--- src/rtl/ad9866_gain_seq_if.sv ---
// rtl/ad9866_gain_seq_if.sv - gain write strobes, SPI handshake and status bundle for ad9866_gain_seq
interface ad9866_gain_seq_if;
  logic [5:0] rx_gain_in;
  logic       rx_gain_wr;
  logic [5:0] tx_gain_in;
  logic       tx_gain_wr;
  logic       sen_n;
  logic       ext_rx_rqst;
  logic [5:0] rx_gain;
  logic       ext_tx_rqst;
  logic [5:0] tx_gain;
  logic       init_done;
  logic       timeout_err;

  // host register path plus SPI engine side
  modport master (
    output rx_gain_in, rx_gain_wr, tx_gain_in, tx_gain_wr, sen_n,
    input  ext_rx_rqst, rx_gain, ext_tx_rqst, tx_gain, init_done, timeout_err
  );

  // gain sequencer side
  modport slave (
    input  rx_gain_in, rx_gain_wr, tx_gain_in, tx_gain_wr, sen_n,
    output ext_rx_rqst, rx_gain, ext_tx_rqst, tx_gain, init_done, timeout_err
  );
endinterface

--- src/rtl/ad9866_gain_seq.sv ---
// rtl/ad9866_gain_seq.sv - sequences RX/TX gain writes into the AD9866 SPI engine after its init
module ad9866_gain_seq #(
  parameter int INIT_WRITES = 11,
  parameter int TIMEOUT     = 255
) (
  input  logic               clk,
  input  logic               reset_n,
  ad9866_gain_seq_if.slave   bus
);

  localparam int ICW = (INIT_WRITES > 1) ? $clog2(INIT_WRITES + 1) : 1;

  typedef enum logic [2:0] {
    WAIT_INIT,
    IDLE,
    RQST_RX,
    DONE_RX,
    RQST_TX,
    DONE_TX
  } state_t;

  state_t         state;
  logic [ICW-1:0] init_cnt;
  logic [7:0]     tmo_cnt;
  logic           sen_q;
  logic           sen_fall;
  logic [5:0]     rx_shadow;
  logic [5:0]     tx_shadow;
  logic           rx_pending;
  logic           tx_pending;
  logic           last_tx;
  logic           go_rx;
  logic           go_tx;
  logic           ext_rx_rqst_q;
  logic           ext_tx_rqst_q;
  logic [5:0]     rx_gain_q;
  logic [5:0]     tx_gain_q;
  logic           init_done_q;
  logic           timeout_err_q;

  assign sen_fall = sen_q & ~bus.sen_n;

  // pick the channel to launch from IDLE; alternate when both are waiting
  always_comb begin
    go_rx = 1'b0;
    go_tx = 1'b0;
    if (state == IDLE) begin
      if (rx_pending && tx_pending) begin
        if (last_tx) go_rx = 1'b1;
        else         go_tx = 1'b1;
      end else if (rx_pending) begin
        go_rx = 1'b1;
      end else if (tx_pending) begin
        go_tx = 1'b1;
      end
    end
  end

  // chip-select history, shadow registers and pending flags; a new strobe beats a launch-clear
  always_ff @(posedge clk or negedge reset_n) begin
    if (!reset_n) begin
      sen_q      <= 1'b1;
      rx_shadow  <= '0;
      tx_shadow  <= '0;
      rx_pending <= 1'b0;
      tx_pending <= 1'b0;
    end else begin
      sen_q <= bus.sen_n;
      if (bus.rx_gain_wr) begin
        rx_shadow  <= bus.rx_gain_in;
        rx_pending <= 1'b1;
      end else if (go_rx) begin
        rx_pending <= 1'b0;
      end
      if (bus.tx_gain_wr) begin
        tx_shadow  <= bus.tx_gain_in;
        tx_pending <= 1'b1;
      end else if (go_tx) begin
        tx_pending <= 1'b0;
      end
    end
  end

  // request sequencer: wait out the init frames, then one request/frame handshake at a time
  always_ff @(posedge clk or negedge reset_n) begin
    if (!reset_n) begin
      state         <= WAIT_INIT;
      init_cnt      <= '0;
      tmo_cnt       <= '0;
      last_tx       <= 1'b1;
      ext_rx_rqst_q <= 1'b0;
      ext_tx_rqst_q <= 1'b0;
      rx_gain_q     <= '0;
      tx_gain_q     <= '0;
      init_done_q   <= 1'b0;
      timeout_err_q <= 1'b0;
    end else begin
      case (state)
        WAIT_INIT: begin
          if (sen_fall) begin
            if (init_cnt == ICW'(INIT_WRITES - 1)) begin
              state       <= IDLE;
              init_done_q <= 1'b1;
            end else begin
              init_cnt <= init_cnt + 1'b1;
            end
          end
        end
        IDLE: begin
          if (go_rx) begin
            state         <= RQST_RX;
            rx_gain_q     <= rx_shadow;
            ext_rx_rqst_q <= 1'b1;
            tmo_cnt       <= '0;
            last_tx       <= 1'b0;
          end else if (go_tx) begin
            state         <= RQST_TX;
            tx_gain_q     <= tx_shadow;
            ext_tx_rqst_q <= 1'b1;
            tmo_cnt       <= '0;
            last_tx       <= 1'b1;
          end
        end
        RQST_RX: begin
          if (!bus.sen_n) begin
            state         <= DONE_RX;
            ext_rx_rqst_q <= 1'b0;
          end else if (tmo_cnt == 8'(TIMEOUT - 1)) begin
            state         <= IDLE;
            ext_rx_rqst_q <= 1'b0;
            timeout_err_q <= 1'b1;
          end else begin
            tmo_cnt <= tmo_cnt + 8'd1;
          end
        end
        DONE_RX: begin
          if (bus.sen_n) state <= IDLE;
        end
        RQST_TX: begin
          if (!bus.sen_n) begin
            state         <= DONE_TX;
            ext_tx_rqst_q <= 1'b0;
          end else if (tmo_cnt == 8'(TIMEOUT - 1)) begin
            state         <= IDLE;
            ext_tx_rqst_q <= 1'b0;
            timeout_err_q <= 1'b1;
          end else begin
            tmo_cnt <= tmo_cnt + 8'd1;
          end
        end
        DONE_TX: begin
          if (bus.sen_n) state <= IDLE;
        end
        default: state <= WAIT_INIT;
      endcase
    end
  end

  assign bus.ext_rx_rqst = ext_rx_rqst_q;
  assign bus.ext_tx_rqst = ext_tx_rqst_q;
  assign bus.rx_gain     = rx_gain_q;
  assign bus.tx_gain     = tx_gain_q;
  assign bus.init_done   = init_done_q;
  assign bus.timeout_err = timeout_err_q;

endmodule

--- src/flat_wrapper.sv ---
// flat-port wrapper written by rule: the top's interface ports become plain ports
module ad9866_gain_seq_flat 
#(
  parameter int INIT_WRITES = 11,
  parameter int TIMEOUT     = 255
)
  (clk, reset_n, bus_rx_gain_in, bus_rx_gain_wr, bus_tx_gain_in, bus_tx_gain_wr, bus_sen_n, bus_ext_rx_rqst, bus_rx_gain, bus_ext_tx_rqst, bus_tx_gain, bus_init_done, bus_timeout_err);
  ad9866_gain_seq_if bus_i ();
  input  logic clk;
  input  logic reset_n;
  input wire logic [$bits(bus_i.rx_gain_in)-1:0] bus_rx_gain_in;
  input wire logic [$bits(bus_i.rx_gain_wr)-1:0] bus_rx_gain_wr;
  input wire logic [$bits(bus_i.tx_gain_in)-1:0] bus_tx_gain_in;
  input wire logic [$bits(bus_i.tx_gain_wr)-1:0] bus_tx_gain_wr;
  input wire logic [$bits(bus_i.sen_n)-1:0] bus_sen_n;
  output wire logic [$bits(bus_i.ext_rx_rqst)-1:0] bus_ext_rx_rqst;
  output wire logic [$bits(bus_i.rx_gain)-1:0] bus_rx_gain;
  output wire logic [$bits(bus_i.ext_tx_rqst)-1:0] bus_ext_tx_rqst;
  output wire logic [$bits(bus_i.tx_gain)-1:0] bus_tx_gain;
  output wire logic [$bits(bus_i.init_done)-1:0] bus_init_done;
  output wire logic [$bits(bus_i.timeout_err)-1:0] bus_timeout_err;
  assign bus_i.rx_gain_in = bus_rx_gain_in;
  assign bus_i.rx_gain_wr = bus_rx_gain_wr;
  assign bus_i.tx_gain_in = bus_tx_gain_in;
  assign bus_i.tx_gain_wr = bus_tx_gain_wr;
  assign bus_i.sen_n = bus_sen_n;
  assign bus_ext_rx_rqst = bus_i.ext_rx_rqst;
  assign bus_rx_gain = bus_i.rx_gain;
  assign bus_ext_tx_rqst = bus_i.ext_tx_rqst;
  assign bus_tx_gain = bus_i.tx_gain;
  assign bus_init_done = bus_i.init_done;
  assign bus_timeout_err = bus_i.timeout_err;
  ad9866_gain_seq #(.INIT_WRITES(INIT_WRITES), .TIMEOUT(TIMEOUT)) u_core (.clk(clk), .reset_n(reset_n), .bus(bus_i));
endmodule
--- config.mk ---
export PLATFORM = sky130hd
export DESIGN_NAME = ad9866_gain_seq_flat
export DESIGN_NICKNAME = d
export VERILOG_FILES = /design/src/rtl/ad9866_gain_seq_if.sv /design/src/rtl/ad9866_gain_seq.sv /design/src/flat_wrapper.sv
export SDC_FILE = /design/constraint.sdc
export NUM_CORES = 1
export LEC_CHECK = 0
export ABC_AREA = 1
export BUFFER_PORTS_ARGS = -buffer_cell sky130_fd_sc_hd__buf_2
export CAP_MARGIN = 20
export CORE_MARGIN = 4
export CORE_UTILIZATION = 55
export DETAILED_ROUTE_END_ITERATION = 6
export PLACE_DENSITY = 0.8
export SLEW_MARGIN = 20
export SYNTH_ARGS = -nofsm -noshare
export SYNTH_HDL_FRONTEND = slang
export SYNTH_SLANG_ARGS = --single-unit
--- constraint.sdc ---
create_clock -name clk -period 1.8 [get_ports clk]
set_input_delay 0.18 -clock clk [delete_from_list [all_inputs] [get_ports clk]]
set_output_delay 0.18 -clock clk [all_outputs]
set_load 0.02 [all_outputs]
Yosys cells after proc, flatten, opt, wreduce, memory -nomap -nowiden
Cells that the tools add are included.

storage, ports and cells
  output and inout bits = 16
  word-level logic and storage cells = 94
  bits in registers = 47
  input bits = 17

operators by class
  add/subtract/negate cells = 2
  muxes and demuxes = 35
  bitwise gates (word level) = 4
  reductions and logical operators = 20
  eq/ne operators = 18

operators with widths
  operator                                                         count
  8-bit 2-to-1 mux                                                 4
  3-bit 2-to-1 mux                                                 8
  1-bit 2-to-1 mux                                                 19
  8-bit case mux with 2 select lines                               1
  3-bit case mux with 5 select lines                               1
  3-bit AND reduction                                              5
  2-bit by 1-bit != test with 1-bit output, second input constant  6
  4-bit AND reduction                                              3
  2-bit nonzero test                                               6
  8-bit by 1-bit adder with 8-bit output, second input constant    1
  8-bit == test, second input constant                             1
  3-bit by 2-bit == test with 1-bit output, second input constant  2
  3-bit == test, second input constant                             2
  3-bit by 2-bit != test with 1-bit output, second input constant  2
  4-bit by 1-bit adder with 4-bit output, second input constant    1
  4-bit == test, second input constant                             1
  2-bit != test, second input constant                             2
  1-bit case mux with 2 select lines                               2
  2-bit AND reduction                                              2
  2-bit OR reduction                                               2
  3-bit by 1-bit == test with 1-bit output, second input constant  1
  3-bit zero test                                                  1
  3-bit by 1-bit != test with 1-bit output, second input constant  1
  1-bit inverter                                                   3
  other kinds (2)                                                  2

Longest topological paths before layout
  depth in word-level cells = 7
  gate-level depth with buffers = 10
  depth with buffers taken out = 10

Worst setup path before layout
No wires, ideal clock.

  path type = register -> register
  start = reg u_core.tmo_cnt[0]
  end = reg u_core.tmo_cnt[5]
  setup time = 0.065 ns
  clock period less this slack = 1.309 ns
  cell stages (with the launch flop) = 11
  path slack = 0.491 ns
  arrival = 1.245 ns
  required time = 1.735 ns
  cell sequence = dfrtp_1 > inv_1 > ha_1 > nand2_1 > nor2_1 > nand2_2 > nand2_2 > nand2_4 > nand2_4 > nand2_1 > nand2_1

between the ends
  cells in the longest elaborated chain, start to end = 4
  elaborated cells between the ends (all ways) = 7

ends and longest elaborated chain
  item                                    RTL line                                        RTL
  from (decl)                             ad9866_gain_seq.sv:24                           logic [7:0] tmo_cnt;
  from (signal assigned)                  ad9866_gain_seq.sv:133                          tmo_cnt <= tmo_cnt + 8'd1;
  from (signal assigned)                  ad9866_gain_seq.sv:148                          tmo_cnt <= tmo_cnt + 8'd1;
  8-bit by 1-bit adder with 8-bit output  ad9866_gain_seq.sv:133, ad9866_gain_seq.sv:148
  8-bit 2-to-1 mux                        ad9866_gain_seq.sv:128, ad9866_gain_seq.sv:143
  8-bit 2-to-1 mux                        ad9866_gain_seq.sv:125                          if (!bus.sen_n) begin
  8-bit case mux with 2 select lines      ad9866_gain_seq.sv:98                           case (state)

Several ways; a longest one is shown, not always the timed one. The select of a mux whose other input is x is not followed.
A chain may end at the register's enable or synchronous reset.

Worst setup path in the final report
Same ends and word-level chain as after synthesis.

==> impl_metrics.yaml <==
run_status:
  outcome: "finished clean"
place:
  placed_cell_area_um2: 2405
  io_buffer_count: 32
  pre_cts_ws_ns: 0.2994
  gp_congestion: 0.8479
  detailed_place_hpwl_mm: 2.876
sta:
  timing_worst_slew_pin_value_ns: 0.5966
  rsz0062_at_grt: "no"
  max-slew-margin-rel_pct: 60.23
  setup_viol: 0
  clock-skew-final_ns: 0.008671
  fin_setup_tns_ns: 0
  slew_viol_final: 0
  fin_crit_ns: 1.517
  timing.final.hold_violations: 0
  final.setup.worst_slack_ns: 0.2832
  final_min_period_over_clock_period_pct: 84.27
  finalHoldWorstSlack_ns: 0.02898
  fmax_mhz: 659.3
power:
  p_sw_mw: 1.492
  p_comb_share_pct: 39.2
  p_int_mw: 2.080
  power_frac_seq_pct: 42.9
  ir_worst_vdd_mv: 0.9495
  pwr-share-clk_pct: 17.8
  p_per_area_nw_per_um2: 1426
  power_switching_share_pct: 41.76
  leakage_power_of_the_design_nw: 1.323
clocking:
  cts_made_buffers: 5
  cts.repair.resized: 0
  postCtsSetupRepairBufs: 0
  later_pin_clock_latency_in_the_skew_report_ns: 0.30
  clock_tree_buf_depth: 2
  clkTransAtPathRegs_ns: 0.09
  numClockSinks: 47
  cts_hold_buffers: 1
  root_buffer: "clkbuf_8"
  htree_depth: 2
  cts_tree: "done"
yosys:
  ys_seq_elements: 47
  synthesis.nets: 285
  synth.top_cell.area_share_pct: 51.28
  syn-mean-instance-area_um2: 8.318
  netlist_top_cells_area: "dfrtp_1 (51%), nand2_1 (17%), inv_1 (3.9%)"
  mappedNetlistArea_um2: 2196
  seq_area_frac_synth_pct: 53.68
  ys_types: 25
  postSynthCellCount: 264
  synth.yosys.warnings: 0
  post-synth-top-area-cell: "dfrtp_1"
final_layout:
  finalInstanceArea_um2: 2505
  nNetsFinal: 323
  area.growth.synth_to_final_pct: 14.07
  drive_gt1_share_pct: 20.13
  layout.core_utilization_pct: 66.42
  num_antenna_cells: 0
  nFillCells: 327
routing:
  drt_iter0_drc: 94
  detail_route.wl_per_cell_um: 10.93
  drt.antenna.violating_nets: 0
  drc: 0
  dr.pass1.iters: 4
  detail_route.vias_per_cell: 4.915
  routed_wl_mm: 3.838
  via_count: 1725
grt:
  antenna_violations_before_repair: 0
  grt_overflow: 0
  globalRouteTotalUtil_pct: 16.68
  first_global_vias: 1631
  grt_max_degree: 30
  grt_pass1_wl_mm: 6.768
floorplanning:
  floorplan.die.width_um: 71.19
  die-area_um2: 5067
  placement_rows: 22
  fp.dieH_um: 71.19
  ioPinCount: 33
  core_area_um2: 3771
  floorplan.initialDensity_pct: 58.23
worst_setup_path:
  critical_path.max_fanout: 8
  setup.worst_path.start_class: "flip-flop"
  critPathKind: "flip-flop to flip-flop"
  cp-end-kind: "flip-flop"
  cp_data_required_time_ns: 2.04
  worst-endpoint-arrival_ns: 1.76
hold_path:
  holdCritPathClass: "primary input to flip-flop"
flow_run:
  cap_viol_max_count: 0
## through the flow
step | total power [mW] | instances
2_1_floorplan | 2.608 | 264
3_3_place_gp | 2.917 | 342
3_5_place_dp | 2.968 | 342
4_1_cts | 3.606 | 351
5_1_grt | 3.864 | 351
6_report | 3.572 | 351
## final timing paths
| check | slack (ns) | cells past startpoint | end | startpoint |
|---|---|---|---|---|
| max | 0.28 | 10 | u_core.tmo_cnt[5] | u_core.tmo_cnt[0] |
| min | 0.03 | 1 | u_core.sen_q | bus_sen_n |
| max reg2reg | 0.28 | 10 | u_core.tmo_cnt[5] | u_core.tmo_cnt[0] |
| min reg2reg | 0.47 | 2 | u_core.tx_shadow[2] | u_core.tx_shadow[2] |
| max in group asynchronous | 0.80 | 3 | u_core.bus.rx_gain[1] | reset_n |
| min in group asynchronous | 0.41 | 2 | u_core.state[1] | reset_n |
## power groups by stage
stage,logic [mW],clock network (mW),registers [mW]
floorplan,0.916,0,1.69
global placement,1.37,0,1.55
detailed placement,1.42,0,1.55
CTS,1.42,0.650,1.54
global route,1.58,0.703,1.58
finish,1.40,0.636,1.53
## Yosys cell counts
cell      instances
nand3_2           1
nor3_1            2
nand4_1           1
xnor2_1           2
buf_4             1
o21ai_2           6
o21ai_0          14
nand2_1         102
o21bai_1          3
o21a_1            1
inv_2             3
nand2_4           2
xor2_1            3
a21o_1            1
a21oi_1           6
inv_1            23
nor2_1           20
nor2_2            3
dfstp_2           2
dfrtp_1          45
nand3_1          13
buf_6             1
clkbuf_1          2
nand2_2           3
ha_1              4
## layout make-up
cell class              instances  area, µm²  share of cell area, %
clock buffers                   6      72.57                  2.897
clock inverters                 2      17.52                 0.6993
inverters                      26      97.59                  3.896
multi-input cells             187      893.4                  35.66
flip-flops and latches         47       1179                  47.05
well taps                      48      60.06                  2.398
repair buffers                 35      185.2                  7.393
## critical path, stage by stage, from the launching register on
cell	delay, ns
dfrtp_1	0.46
inv_1	0.12
ha_1	0.16
nand2_1	0.05
nor2_1	0.15
nand2_2	0.08
nand2_2	0.11
nand2_4	0.09
nand2_4	0.12
nand2_1	0.06
nand2_1	0.06
## sequential cells by signal, summed over array words and instances, names as in the netlist, 3 cells and up
name                cells
u_core.bus.tx_gain      6
u_core.rx_shadow        6
u_core.init_cnt         4
u_core.bus.rx_gain      6
u_core.tmo_cnt          8
u_core.tx_shadow        6
u_core.state            3
## layer usage
metal | global-route usage [%] | vias to the layer above | wire, µm
met3 | 3.693 | 7 | 167
met5 | 0 | - | 0
met4 | 5.637 | 0 | 57
met1 | 21.42 | 785 | 1718
li1 | - | 903 | -
met2 | 27.86 | 30 | 1895
## placed cells by master, fill, tap and decap left out, types with 3 or more instances in the layout
| cell type | count |
|---|---|
| ha_1 | 4 |
| nand3_1 | 13 |
| nand2_1 | 102 |
| o21bai_1 | 3 |
| nor2_2 | 3 |
| nor2_1 | 20 |
| inv_1 | 23 |
| xor2_1 | 3 |
| dfrtp_1 | 45 |
| o21ai_2 | 6 |
| o21ai_0 | 14 |
| nand2_2 | 3 |
| buf_2 | 32 |
| inv_2 | 3 |
| a21oi_1 | 6 |
| clkbuf_8 | 5 |
## cells by family (layout without fill, tap and decap cells)
family / count (synthesis) / count (layout) / synth area share (%)
and+or+nand+nor: 147 / 147 / 27.75
DFF: 47 / 47 / 53.68
AOI/OAI and AO/OA: 31 / 31 / 8.661
buffers and inverters: 30 / 69 / 5.641
xor gates and xnor gates: 5 / 5 / 1.995
adders and majority gates: 4 / 4 / 2.279
(Power assumes the default switching activity.)
